`src/rtl/uart_rx_deserializer.sv`:
```
// ---------------------------------------------------------------------------
// uart_rx_deserializer
// Receives one UART frame (start, DATA_WIDTH data bits LSB first, optional
// parity, one stop bit) from an oversampled, already-synchronized RX line.
// Every bit is sampled three times around its middle and majority-voted.
//
// Ports:
//   CLK          clock, Prescale x baud rate
//   RST          synchronous reset, active-high
//   RX_IN        serial line, idle high
//   Prescale     oversampling ratio (8, 16 or 32)
//   PAR_EN       1 = frame carries a parity bit
//   PAR_TYP      0 = even parity, 1 = odd parity
//   P_DATA       last good frame's data, first received bit in P_DATA[0]
//   Data_Valid   one-cycle pulse, frame received without error
//   Parity_Error one-cycle pulse, parity mismatch
//   Stop_Error   one-cycle pulse, stop bit sampled low
// ---------------------------------------------------------------------------
module uart_rx_deserializer #(
    parameter int DATA_WIDTH     = 8,
    parameter int PRESCALE_WIDTH = 6
) (
    input  logic                      CLK,
    input  logic                      RST,
    input  logic                      RX_IN,
    input  logic [PRESCALE_WIDTH-1:0] Prescale,
    input  logic                      PAR_EN,
    input  logic                      PAR_TYP,
    output logic [DATA_WIDTH-1:0]     P_DATA,
    output logic                      Data_Valid,
    output logic                      Parity_Error,
    output logic                      Stop_Error
);

    localparam int PW = PRESCALE_WIDTH;
    localparam int BW = $clog2(DATA_WIDTH + 1);
    localparam logic [PW-1:0] ONE      = PW'(1);
    localparam logic [PW-1:0] TWO      = PW'(2);
    localparam logic [BW-1:0] LAST_BIT = BW'(DATA_WIDTH - 1);

    typedef enum logic [2:0] {
        S_IDLE,
        S_START,
        S_DATA,
        S_PARITY,
        S_STOP
    } state_t;

    state_t                  state_q,   state_d;
    logic [PW-1:0]           edge_q,    edge_d;
    logic [BW-1:0]           bit_q,     bit_d;
    logic [2:0]              smp_q,     smp_d;
    logic [DATA_WIDTH-1:0]   shreg_q,   shreg_d;
    logic                    pfail_q,   pfail_d;
    logic [PW-1:0]           presc_q,   presc_d;
    logic                    par_en_q,  par_en_d;
    logic                    par_typ_q, par_typ_d;
    logic [DATA_WIDTH-1:0]   pdata_q,   pdata_d;
    logic                    dv_q,      dv_d;
    logic                    pe_q,      pe_d;
    logic                    se_q,      se_d;

    logic [PW-1:0] half;
    logic          last_edge;
    logic          eval_edge;
    logic          maj;
    logic          par_exp;

    assign half      = presc_q >> 1;
    assign last_edge = (edge_q == (presc_q - ONE));
    assign eval_edge = (edge_q == (half + TWO));
    assign maj       = (smp_q[0] & smp_q[1]) | (smp_q[0] & smp_q[2]) | (smp_q[1] & smp_q[2]);
    assign par_exp   = (^shreg_q) ^ par_typ_q;

    always_comb begin
        state_d   = state_q;
        edge_d    = last_edge ? '0 : edge_q + ONE;
        bit_d     = bit_q;
        smp_d     = smp_q;
        shreg_d   = shreg_q;
        pfail_d   = pfail_q;
        presc_d   = presc_q;
        par_en_d  = par_en_q;
        par_typ_d = par_typ_q;
        pdata_d   = pdata_q;
        dv_d      = 1'b0;
        pe_d      = 1'b0;
        se_d      = 1'b0;

        if (edge_q == (half - ONE)) smp_d[0] = RX_IN;
        if (edge_q == half)         smp_d[1] = RX_IN;
        if (edge_q == (half + ONE)) smp_d[2] = RX_IN;

        case (state_q)
            S_IDLE: begin
                presc_d   = Prescale;
                par_en_d  = PAR_EN;
                par_typ_d = PAR_TYP;
                edge_d    = '0;
                bit_d     = '0;
                pfail_d   = 1'b0;
                if (!RX_IN) begin
                    // The detection cycle is edge 0 of the start bit.
                    state_d = S_START;
                    edge_d  = ONE;
                end
            end
            S_START: begin
                if (eval_edge && maj) begin
                    state_d = S_IDLE;
                    edge_d  = '0;
                end else if (last_edge) begin
                    state_d = S_DATA;
                end
            end
            S_DATA: begin
                if (last_edge) begin
                    shreg_d = {maj, shreg_q[DATA_WIDTH-1:1]};
                    bit_d   = bit_q + BW'(1);
                    if (bit_q == LAST_BIT) begin
                        bit_d   = '0;
                        state_d = par_en_q ? S_PARITY : S_STOP;
                    end
                end
            end
            S_PARITY: begin
                if (last_edge) begin
                    if (maj != par_exp) begin
                        pe_d    = 1'b1;
                        pfail_d = 1'b1;
                    end
                    state_d = S_STOP;
                end
            end
            S_STOP: begin
                // The last-edge term only matters for unsupported Prescale
                // values whose evaluation edge is never reached; it keeps the
                // FSM from stalling in STOP.
                if (eval_edge || last_edge) begin
                    state_d = S_IDLE;
                    edge_d  = '0;
                    if (!maj) begin
                        se_d = 1'b1;
                    end else if (!pfail_q) begin
                        pdata_d = shreg_q;
                        dv_d    = 1'b1;
                    end
                end
            end
            default: begin
                state_d = S_IDLE;
                edge_d  = '0;
            end
        endcase
    end

    always_ff @(posedge CLK) begin
        if (RST) begin
            state_q   <= S_IDLE;
            edge_q    <= '0;
            bit_q     <= '0;
            smp_q     <= '0;
            shreg_q   <= '0;
            pfail_q   <= 1'b0;
            presc_q   <= '0;
            par_en_q  <= 1'b0;
            par_typ_q <= 1'b0;
            pdata_q   <= '0;
            dv_q      <= 1'b0;
            pe_q      <= 1'b0;
            se_q      <= 1'b0;
        end else begin
            state_q   <= state_d;
            edge_q    <= edge_d;
            bit_q     <= bit_d;
            smp_q     <= smp_d;
            shreg_q   <= shreg_d;
            pfail_q   <= pfail_d;
            presc_q   <= presc_d;
            par_en_q  <= par_en_d;
            par_typ_q <= par_typ_d;
            pdata_q   <= pdata_d;
            dv_q      <= dv_d;
            pe_q      <= pe_d;
            se_q      <= se_d;
        end
    end

    assign P_DATA       = pdata_q;
    assign Data_Valid   = dv_q;
    assign Parity_Error = pe_q;
    assign Stop_Error   = se_q;

endmodule

```
`config.mk`:
```
export PLATFORM = sky130hd
export DESIGN_NAME = uart_rx_deserializer
export DESIGN_NICKNAME = d
export VERILOG_FILES = /design/src/rtl/uart_rx_deserializer.sv
export SDC_FILE = /design/constraint.sdc
export NUM_CORES = 1
export LEC_CHECK = 0
export ABC_AREA = 1
export BUFFER_PORTS_ARGS = -buffer_cell sky130_fd_sc_hd__buf_2
export CORE_ASPECT_RATIO = 1.25
export CORE_MARGIN = 1.5
export CORE_UTILIZATION = 35
export DETAILED_ROUTE_END_ITERATION = 6
export SLEW_MARGIN = 40
export SYNTH_ARGS = -nofsm -noshare
export SYNTH_HDL_FRONTEND = slang
export SYNTH_SLANG_ARGS = --single-unit
export TNS_END_PERCENT = 5
```
`constraint.sdc`:
```
create_clock -name CLK -period 5.2 [get_ports CLK]
set_input_delay 0.26 -clock CLK [delete_from_list [all_inputs] [get_ports CLK]]
set_output_delay 0.26 -clock CLK [all_outputs]
set_load 0.02 [all_outputs]
```
==> impl_metrics.ini, run 1 <==
[floorplan]
die_h_um = 97.99
die_w_um = 78.99
rows = 34
ios = 22
core-area_um2 = 6977
start_util_pct = 36.21
dieArea_um2 = 7739

[status]
status = finished clean

[global_routing]
grtUsageTotal_pct = 16.17
antenna_found_initial = 0
grt_max_degree = 26
grt-ovfl-total = 0
grt_pass1_vias = 2121
grt_pass1_wl_um = 9908

[yosys]
syn-cell-area_um2 = 2526
synth_seq_cells = 44
avgSynthCellArea_um2 = 7.238
seq_area_frac_synth_pct = 34.87
synth_nets = 369
postSynthCellCount = 349
ys.warnings.count = 0
yosysUniqueCellTypes = 32

[clocking]
cts_buffer_depth = 2
worstSkewPairLatency_ns = 0.29
cts_tree = done
holdBufCountCts = 0
clock_sinks = 44
clk_pin_slew_worst_paths_ns = 0.08
cts_buffers = 5
cts_setup_buffers = 0
ctsHtreeMaxLevel = 2
cts_root_buf = clkbuf_8
ctsResizeCount = 0

[critical_path]
crit_slowest_cell = dfxtp_1
crit_fanout = 11
cp_common_cell = nand2_1
r2r_start = presc_q[1]
r2r_slack_ns = 2.91
crit_chain = inv_1, ha_1, inv_1, nand2_1, nand2_1, nor2_1, nand2_1, nor2_2, nand3_4, inv_2, nand2_2, nand2_2, o21ai_0, a21oi_1
reg2reg_depth = 14
crit_required_ns = 5.43
r2r-end = bit_q[2]
cpPeakStageDelay_ns = 0.46
cp.arrival_ns = 2.52
startpoint_type = flip-flop
worst_setup_path_end_kind = flip-flop
critical_path_class = reg -> reg

[power]
ir_worst_vdd_uv = 177.5
power.density_nw_per_um2 = 475.8
p_leak_nw = 1.153

[route]
finalWirelength_um = 5696
highest_layer = met4
avgViaCountPerCell = 4.853
wl_met2_um = 2738
dr_wl_met3_um = 146
drt_iter0_drc = 123
antenna_left = 0
wl_per_cell_um = 12.52
wl_met1_um = 2653
dr.pass1.iters = 4
drc = 0
vias = 2208

[cells_and_area]
stdcell_count = 455
final_cell_mix = nand2_1 (60), dfxtp_1 (44), a21oi_1 (40), nand3_1 (36), inv_1 (35)
final_nets = 385
diodes = 0
area_delta_synth_final_pct = 8.569
layout_commonest_cell = nand2_1
post_route_cells_drive_above_1_share_pct = 13.70

[sta]
min_period_ns = 2.289
hold_violations = 0
slew_headroom_pct = 50.34
rsz0062_at_grt = no
fin_tns_setup_ns = 0
setup_viol = 0
worst_slew_pin_slew_ns = 0.7441
max_freq_mhz = 436.8
skew_ns = 0.004096
post-route-period-util_pct = 44.02
drv_slew = 0

[hold_path]
min_to = par_typ_q
holdCritStartpoint = PAR_TYP
hold-path-cell-count = 3
hold_path_class = in -> reg

[place]
gp_congestion = 0.9090
port_buffers = 21
dp_cells = 448
hpwl_um = 4348

[flow_run]
drv_cap = 0
[sequential cells by signal (all words and copies together) (netlist names)]
register	cells
par_typ_q	1
smp_q	3
shreg_q	8
Stop_Error	1
P_DATA	8
Data_Valid	1
par_en_q	1
pfail_q	1
edge_q	6
state_q	3
bit_q	4
Parity_Error	1
presc_q	6
[per-stage QoR]
step | power (mW) | instance area [µm²] | hold WS (ns) | setup WS [ns] | util [%]
after floorplan | 0.9798 | 2526 | 0.3949 | 3.384 | -
after global placement | 1.096 | 2659 | 0.4354 | 3.006 | 38.11
after detailed placement | 1.105 | 2661 | 0.4342 | 2.947 | 38.15
after CTS | 1.316 | 2743 | 0.1835 | 2.916 | 39.31
after global routing | 1.434 | 2743 | 0.2021 | 2.644 | 39.31
final | 1.305 | 2743 | 0.1883 | 2.911 | 39.31
[layout make-up]
type	count	area [µm²]
Clock buffer	5	68.82
Clock inverter	2	12.51
Fill cell	763	4234
Inverter	42	157.7
Multi-Input combinational cell	251	1405
Sequential cell	44	880.8
Tap cell	90	112.6
Timing Repair Buffer	21	105.1
[cells by family after synthesis]
family / Yosys count / synth area share, %
adders and majority gates: 9 / 4.458
DFF: 44 / 34.87
xor gates and xnor gates: 29 / 10.05
AOI/OAI and AO/OA: 67 / 13.97
and+or+nand+nor: 146 / 27.04
buffers and inverters: 54 / 9.609
[worst max-delay path: cells and delay by family (launching register included)]
family,cells,cell delay (ns)
flip-flops,1,0.46
buffers and inverters,3,0.36
AO/OA/AOI/OAI,2,0.25
AND/OR/NAND/NOR,8,0.82
adder cells (fa/ha/maj),1,0.32
[how the worst max path moves through the flow]
| stage | endpoint | slack (ns) | cells after the start | startpoint |
|---|---|---|---|---|
| after floorplan | P_DATA[6] | 3.38 | 14 | presc_q[1] |
| after global placement | bit_q[3] | 3.01 | 14 | presc_q[1] |
| after detailed placement | bit_q[1] | 2.95 | 14 | presc_q[1] |
| after CTS | bit_q[2] | 2.92 | 14 | presc_q[1] |
| after global routing | bit_q[2] | 2.64 | 14 | presc_q[1] |
| final | bit_q[2] | 2.91 | 14 | presc_q[1] |
[where the power goes]
part / leakage [nW] / switching, mW / internal (mW)
logic: 0.755 / 0.412 / 0.221
clock network: 0.0400 / 0.114 / 0.0910
registers: 0.358 / 0.0754 / 0.391
total: 1.15 / 0.601 / 0.704
[cell usage after synthesis (all sizes together)]
cell type / instances / area share (%)
a31oi: 1 / 0.25
nor3b: 1 / 0.30
dfxtp: 44 / 35
ha: 9 / 4.5
nand4: 2 / 0.50
or2: 2 / 0.50
clkbuf: 5 / 0.74
o21a: 1 / 0.30
a22oi: 1 / 0.30
nor3: 4 / 1.2
nand2: 65 / 10
buf: 7 / 2.6
xnor2: 14 / 4.9
nor4: 1 / 0.25
inv: 42 / 6.2
o21ai: 22 / 4.5
nand3b: 2 / 0.59
nand3: 38 / 8.5
xor2: 15 / 5.2
nor2: 31 / 4.8
a21oi: 42 / 8.6
[layer usage]
metal	global-route usage [%]	vias to the layer above
met5	0	-
li1	-	1157
met4	7.692	0
met2	26.56	36
met3	2.710	11
met1	20.38	1004
Power figures use the tool's default switching activity.
==> run 2, diff against run 1 <==
==> constraint.sdc (replaced) <==
create_clock -name CLK -period 2.4 [get_ports CLK]
set_input_delay 0.12 -clock CLK [delete_from_list [all_inputs] [get_ports CLK]]
set_output_delay 0.12 -clock CLK [all_outputs]
set_load 0.02 [all_outputs]
==> run 2 against run 1 <==
- sequential power rose by 110%
- utilization rose by 0.88 points
- sequential share of layout area fell by 0.70 points
- fmax rose by 7.5%
- via count fell by 0.27%
- total power rose by 130%
==> impl_metrics.ini, run 2 (synthesized netlist as in run 1, its figures left out) <==
[power]
power_frac_comb_pct = 47.6
switchingPower_mw = 1.319
clkPwrFrac_pct = 19.3
p_leak_nw = 1.188
power.density_nw_per_um2 = 1068
seqPwrFrac_pct = 33.1
swShare_pct = 44.07
ir_worst_vdd_uv = 369.6
internal-power_mw = 1.675

[cells_and_area]
stdcell_count = 460
regArea_um2 = 880.8
finish.utilization_pct = 40.19
layout_commonest_cell = nand2_1
final_cell_mix = nand2_1 (60), dfxtp_1 (44), a21oi_1 (40), nand3_1 (36), inv_1 (35)
fillerInstances = 758
diodes = 0
final_nets = 389
area_delta_synth_final_pct = 11.00
multi_input_area_um2 = 1403
post_route_cells_drive_above_1_share_pct = 14.59

[floorplan]
die_w_um = 78.99
die_h_um = 97.99
ios = 22
rows = 34
dieArea_um2 = 7739
core-area_um2 = 6977
start_util_pct = 36.21

[route]
drt_iter0_drc = 95
dr.pass1.iters = 4
drc = 0
vias = 2202
antenna_left = 0
wl_per_cell_um = 12.33
avgViaCountPerCell = 4.787
finalWirelength_um = 5671

[critical_path]
reg2reg_depth = 11
r2r_slack_ns = 0.27
worst_setup_path_end_kind = flip-flop
crit_fanout = 11
cp.arrival_ns = 2.36
crit_slowest_cell = dfxtp_1
cpPeakStageDelay_ns = 0.55
critical_path_class = reg -> reg
crit_required_ns = 2.63
startpoint_type = flip-flop
crit_chain = inv_2, ha_1, a21oi_1, nand2_1, a21oi_2, nand3_4, inv_2, nand2_2, nand2_2, o21ai_0, a21oi_1

[global_routing]
grt_max_degree = 26
grt-ovfl-total = 0
grt_pass1_wl_um = 9887
grtUsageTotal_pct = 15.95
antenna_found_initial = 0
grt_pass1_vias = 2129

[sta]
fin_tns_setup_ns = 0
worst_slew_pin_slew_ns = 0.6930
slew_headroom_pct = 53.75
drv_slew = 0
setup_viol = 0
rsz0062_at_grt = no
hold_violations = 0
max_freq_mhz = 469.5
min_period_ns = 2.130
skew_ns = 0.01131
post-route-period-util_pct = 88.75

[clocking]
cts_setup_buffers = 0
clock_sinks = 44
ctsResizeCount = 0
cts_tree = done
cts_root_buf = clkbuf_8
cts_buffers = 5
clk_pin_slew_worst_paths_ns = 0.08
holdBufCountCts = 0
ctsHtreeMaxLevel = 2
worstSkewPairLatency_ns = 0.30
cts_buffer_depth = 2

[place]
port_buffers = 21
dp_cells = 452
hpwl_um = 4419
gp_congestion = 0.8944

[status]
status = finished clean

[hold_path]
hold_path_class = in -> reg
hold-path-cell-count = 3

[flow_run]
drv_cap = 0
[run 2: cell count changes in the layout (fill, tap and decap cells not counted), sizes merged]
cell    before  now
inv         42   43
buf         21   25
bufinv       0    1
clkinv       1    0
[run 2: layout make-up]
type	count	share of cell area, %
multi-input cells	251	50.02
flip-flops and latches	44	31.41
inverters	42	5.622
repair buffers	25	4.819
well taps	90	4.016
clock buffers	5	2.454
clock inverters	3	1.651
[run 2: power by group through the flow]
stage          sequential, mW  clock, mW  combinational (mW)
2_1_floorplan           0.952          0                1.17
3_3_place_gp             1.01          0                1.42
3_5_place_dp             1.01          0                1.43
4_1_cts                 0.993      0.597                1.43
5_1_grt                  1.02      0.631                1.63
6_report                0.991      0.579                1.42
[run 2: critical path, delay by kind of cell, from the launching register on]
family                   cells  cell delay [ns]
AO/OA/AOI/OAI                4             0.61
AND/OR/NAND/NOR              4             0.49
buffers and inverters        2             0.20
flip-flops                   1             0.55
adder cells (fa/ha/maj)      1             0.23
[run 2: worst paths after layout]
| path | from | to |
|---|---|---|
| min reg2reg | P_DATA[2] | P_DATA[2] |
| max | presc_q[3] | bit_q[1] |
| max reg2reg | presc_q[3] | bit_q[1] |
| min | PAR_TYP | par_typ_q |
[run 2: metrics by stage]
step | hold slack (ns) | cell area, µm² | worst slack (ns) | power, mW
detailed placement | 0.3568 | 2689 | 0.2736 | 2.437
floorplan | 0.2549 | 2526 | 0.5837 | 2.123
global route | 0.07103 | 2804 | 0.002603 | 3.282
CTS | 0.04608 | 2804 | 0.2600 | 3.022
global placement | 0.3510 | 2689 | 0.2757 | 2.428
finish | 0.05012 | 2804 | 0.2700 | 2.994
[run 2: metal layers]
metal	track usage [%]	wire [µm]
met3	2.710	128
met1	19.99	2601
met5	0	0
met2	27.28	2834
met4	5.533	107
==> run 3, diff against run 2 <==
==> constraint.sdc (replaced) <==
create_clock -name CLK -period 1.9 [get_ports CLK]
set_input_delay 0.095 -clock CLK [delete_from_list [all_inputs] [get_ports CLK]]
set_output_delay 0.095 -clock CLK [all_outputs]
set_load 0.02 [all_outputs]
==> run 3 against run 2 <==
- combinational power rose by 48%
- flip-flop and latch count unchanged
- via count increased by 5.2%
- fmax rose by 14%
- total power up 37%
- critical endpoint is now P_DATA[5]
- highest routed layer unchanged
==> impl_metrics.ini, run 3 (synthesized netlist as in run 1, its figures left out) <==
[route]
antenna_left = 0
drc = 0
dr.pass1.iters = 4
drt_iter0_drc = 50
avgViaCountPerCell = 4.855
wl_per_cell_um = 12.78
finalWirelength_um = 6097
vias = 2316

[critical_path]
crit_family = simple AND/OR/NAND/NOR gates
crit_required_ns = 2.14
startpoint_type = flip-flop
critPathBufInv = 2
crit_chain = inv_4, ha_1, xnor2_1, nand3_1, nor2_4, nand2_2, nand2_4, nand3_4, buf_6, a21oi_2
crit_slowest_cell = dfxtp_2
cp.arrival_ns = 2.11
critical_path_class = reg -> reg
worst_setup_path_end_kind = flip-flop
crit_fanout = 7
cpPeakStageDelay_ns = 0.36

[power]
power.density_nw_per_um2 = 1352
p_leak_nw = 1.283
seqPwrFrac_pct = 30.2
clkPwrFrac_pct = 18.6
ir_worst_vdd_uv = 649.8
swShare_pct = 43.31
power_frac_comb_pct = 51.2
switchingPower_mw = 1.777
internal-power_mw = 2.326

[clocking]
ctsHtreeMaxLevel = 2
clk_pin_slew_worst_paths_ns = 0.08
cts_buffer_depth = 2
clock_sinks = 44
cts_buffers = 5
worstSkewPairLatency_ns = 0.30
cts_root_buf = clkbuf_8
cts_tree = done
holdBufCountCts = 0

[global_routing]
grt_pass1_wl_um = 10180
grt-busiest-layer = met2
antenna_found_initial = 0
grt_pass1_vias = 2180
met2_usage_pct = 28.73
grtUsageTotal_pct = 16.86
grt-ovfl-total = 0
grt_max_degree = 26
groute.layer.met1.usage_pct = 20.08
use_met3_pct = 3.084

[sta]
slew_headroom_pct = 50.89
fin_tns_setup_ns = 0
hold_violations = 0
max_freq_mhz = 533.0
worst_slew_pin_slew_ns = 0.7358
drv_slew = 0
post-route-period-util_pct = 98.75
hold_ws_ns = 0.01708
worst_slack_ns = 0.02380
min_period_ns = 1.876
skew_ns = 0.006284
setup_viol = 0
rsz0062_at_grt = yes

[floorplan]
core-area_um2 = 6977
ios = 22
dieArea_um2 = 7739
rows = 34
die_w_um = 78.99
die_h_um = 97.99
start_util_pct = 36.21

[place]
dp_cells = 463
gp_congestion = 0.9085
port_buffers = 21
dp_slack_ns = 0.01425
hpwl_um = 4479

[cells_and_area]
regArea_um2 = 885.9
final_nets = 406
diodes = 0
stdcell_count = 477
multi_input_area_um2 = 1486
fillerInstances = 723
final_cell_mix = nand2_1 (59), dfxtp_1 (40), a21oi_1 (36), nand3_1 (33), inv_1 (31)
post_route_cells_drive_above_1_share_pct = 23.26
area_delta_synth_final_pct = 20.16
layout_commonest_cell = nand2_1

[flow_run]
drv_cap = 0

[hold_path]
hold_path_class = in -> reg

[status]
status = finished clean
## run 3: power by group through the flow
stage          Clock (mW)  Combinational, mW  Sequential [mW]
2_1_floorplan           0               1.48             1.20
3_3_place_gp            0               1.90             1.23
3_5_place_dp            0               1.91             1.24
4_1_cts             0.773               1.93             1.22
5_1_grt             0.809               2.38             1.26
6_report            0.762               2.10             1.24
## run 3: routing by layer
layer | vias up | routed length, µm
li1 | 1205 | -
met1 | 1052 | 2645
met2 | 46 | 3059
met3 | 13 | 201
met4 | 0 | 190
met5 | - | 0
## run 3: what timing repair did
action,4_1_cts,5_1_grt
resized for setup,1,31
setup buffers,2,3
pin swaps,0,6
endpoints found under the setup margin,1,31
gates cloned,1,0
## run 3: worst paths after layout
| kind | from | end | slack, ns | cells after the start |
|---|---|---|---|---|
| setup / recovery | presc_q[2] | P_DATA[5] | 0.02 | 10 |
| hold / removal | PAR_TYP | par_typ_q | 0.02 | 3 |
| setup reg to reg | presc_q[2] | P_DATA[5] | 0.02 | 10 |
| hold reg to reg | P_DATA[4] | P_DATA[4] | 0.45 | 2 |
## run 3: tightest hold or removal path, stage by stage
cell    delay (ns)
buf_2         0.08
nor2_1        0.03
nor2_1        0.08
## run 3: stage by stage
stage / power, mW / cell area, µm² / util [%]
after global placement: 3.137 / 2771 / 39.72
after global routing: 4.444 / 3035 / 43.51
final: 4.103 / 3035 / 43.51
after floorplan: 2.682 / 2526 / -
after detailed placement: 3.146 / 2771 / 39.72
after CTS: 3.922 / 2918 / 41.82
## run 3: area by class of cell
cell class | count | area share (%)
Tap cell | 90 | 3.710
Inverter | 42 | 5.359
Clock buffer | 6 | 2.721
Sequential cell | 44 | 29.18
Clock inverter | 2 | 1.278
Timing Repair Buffer | 41 | 8.780
Multi-Input combinational cell | 252 | 48.97
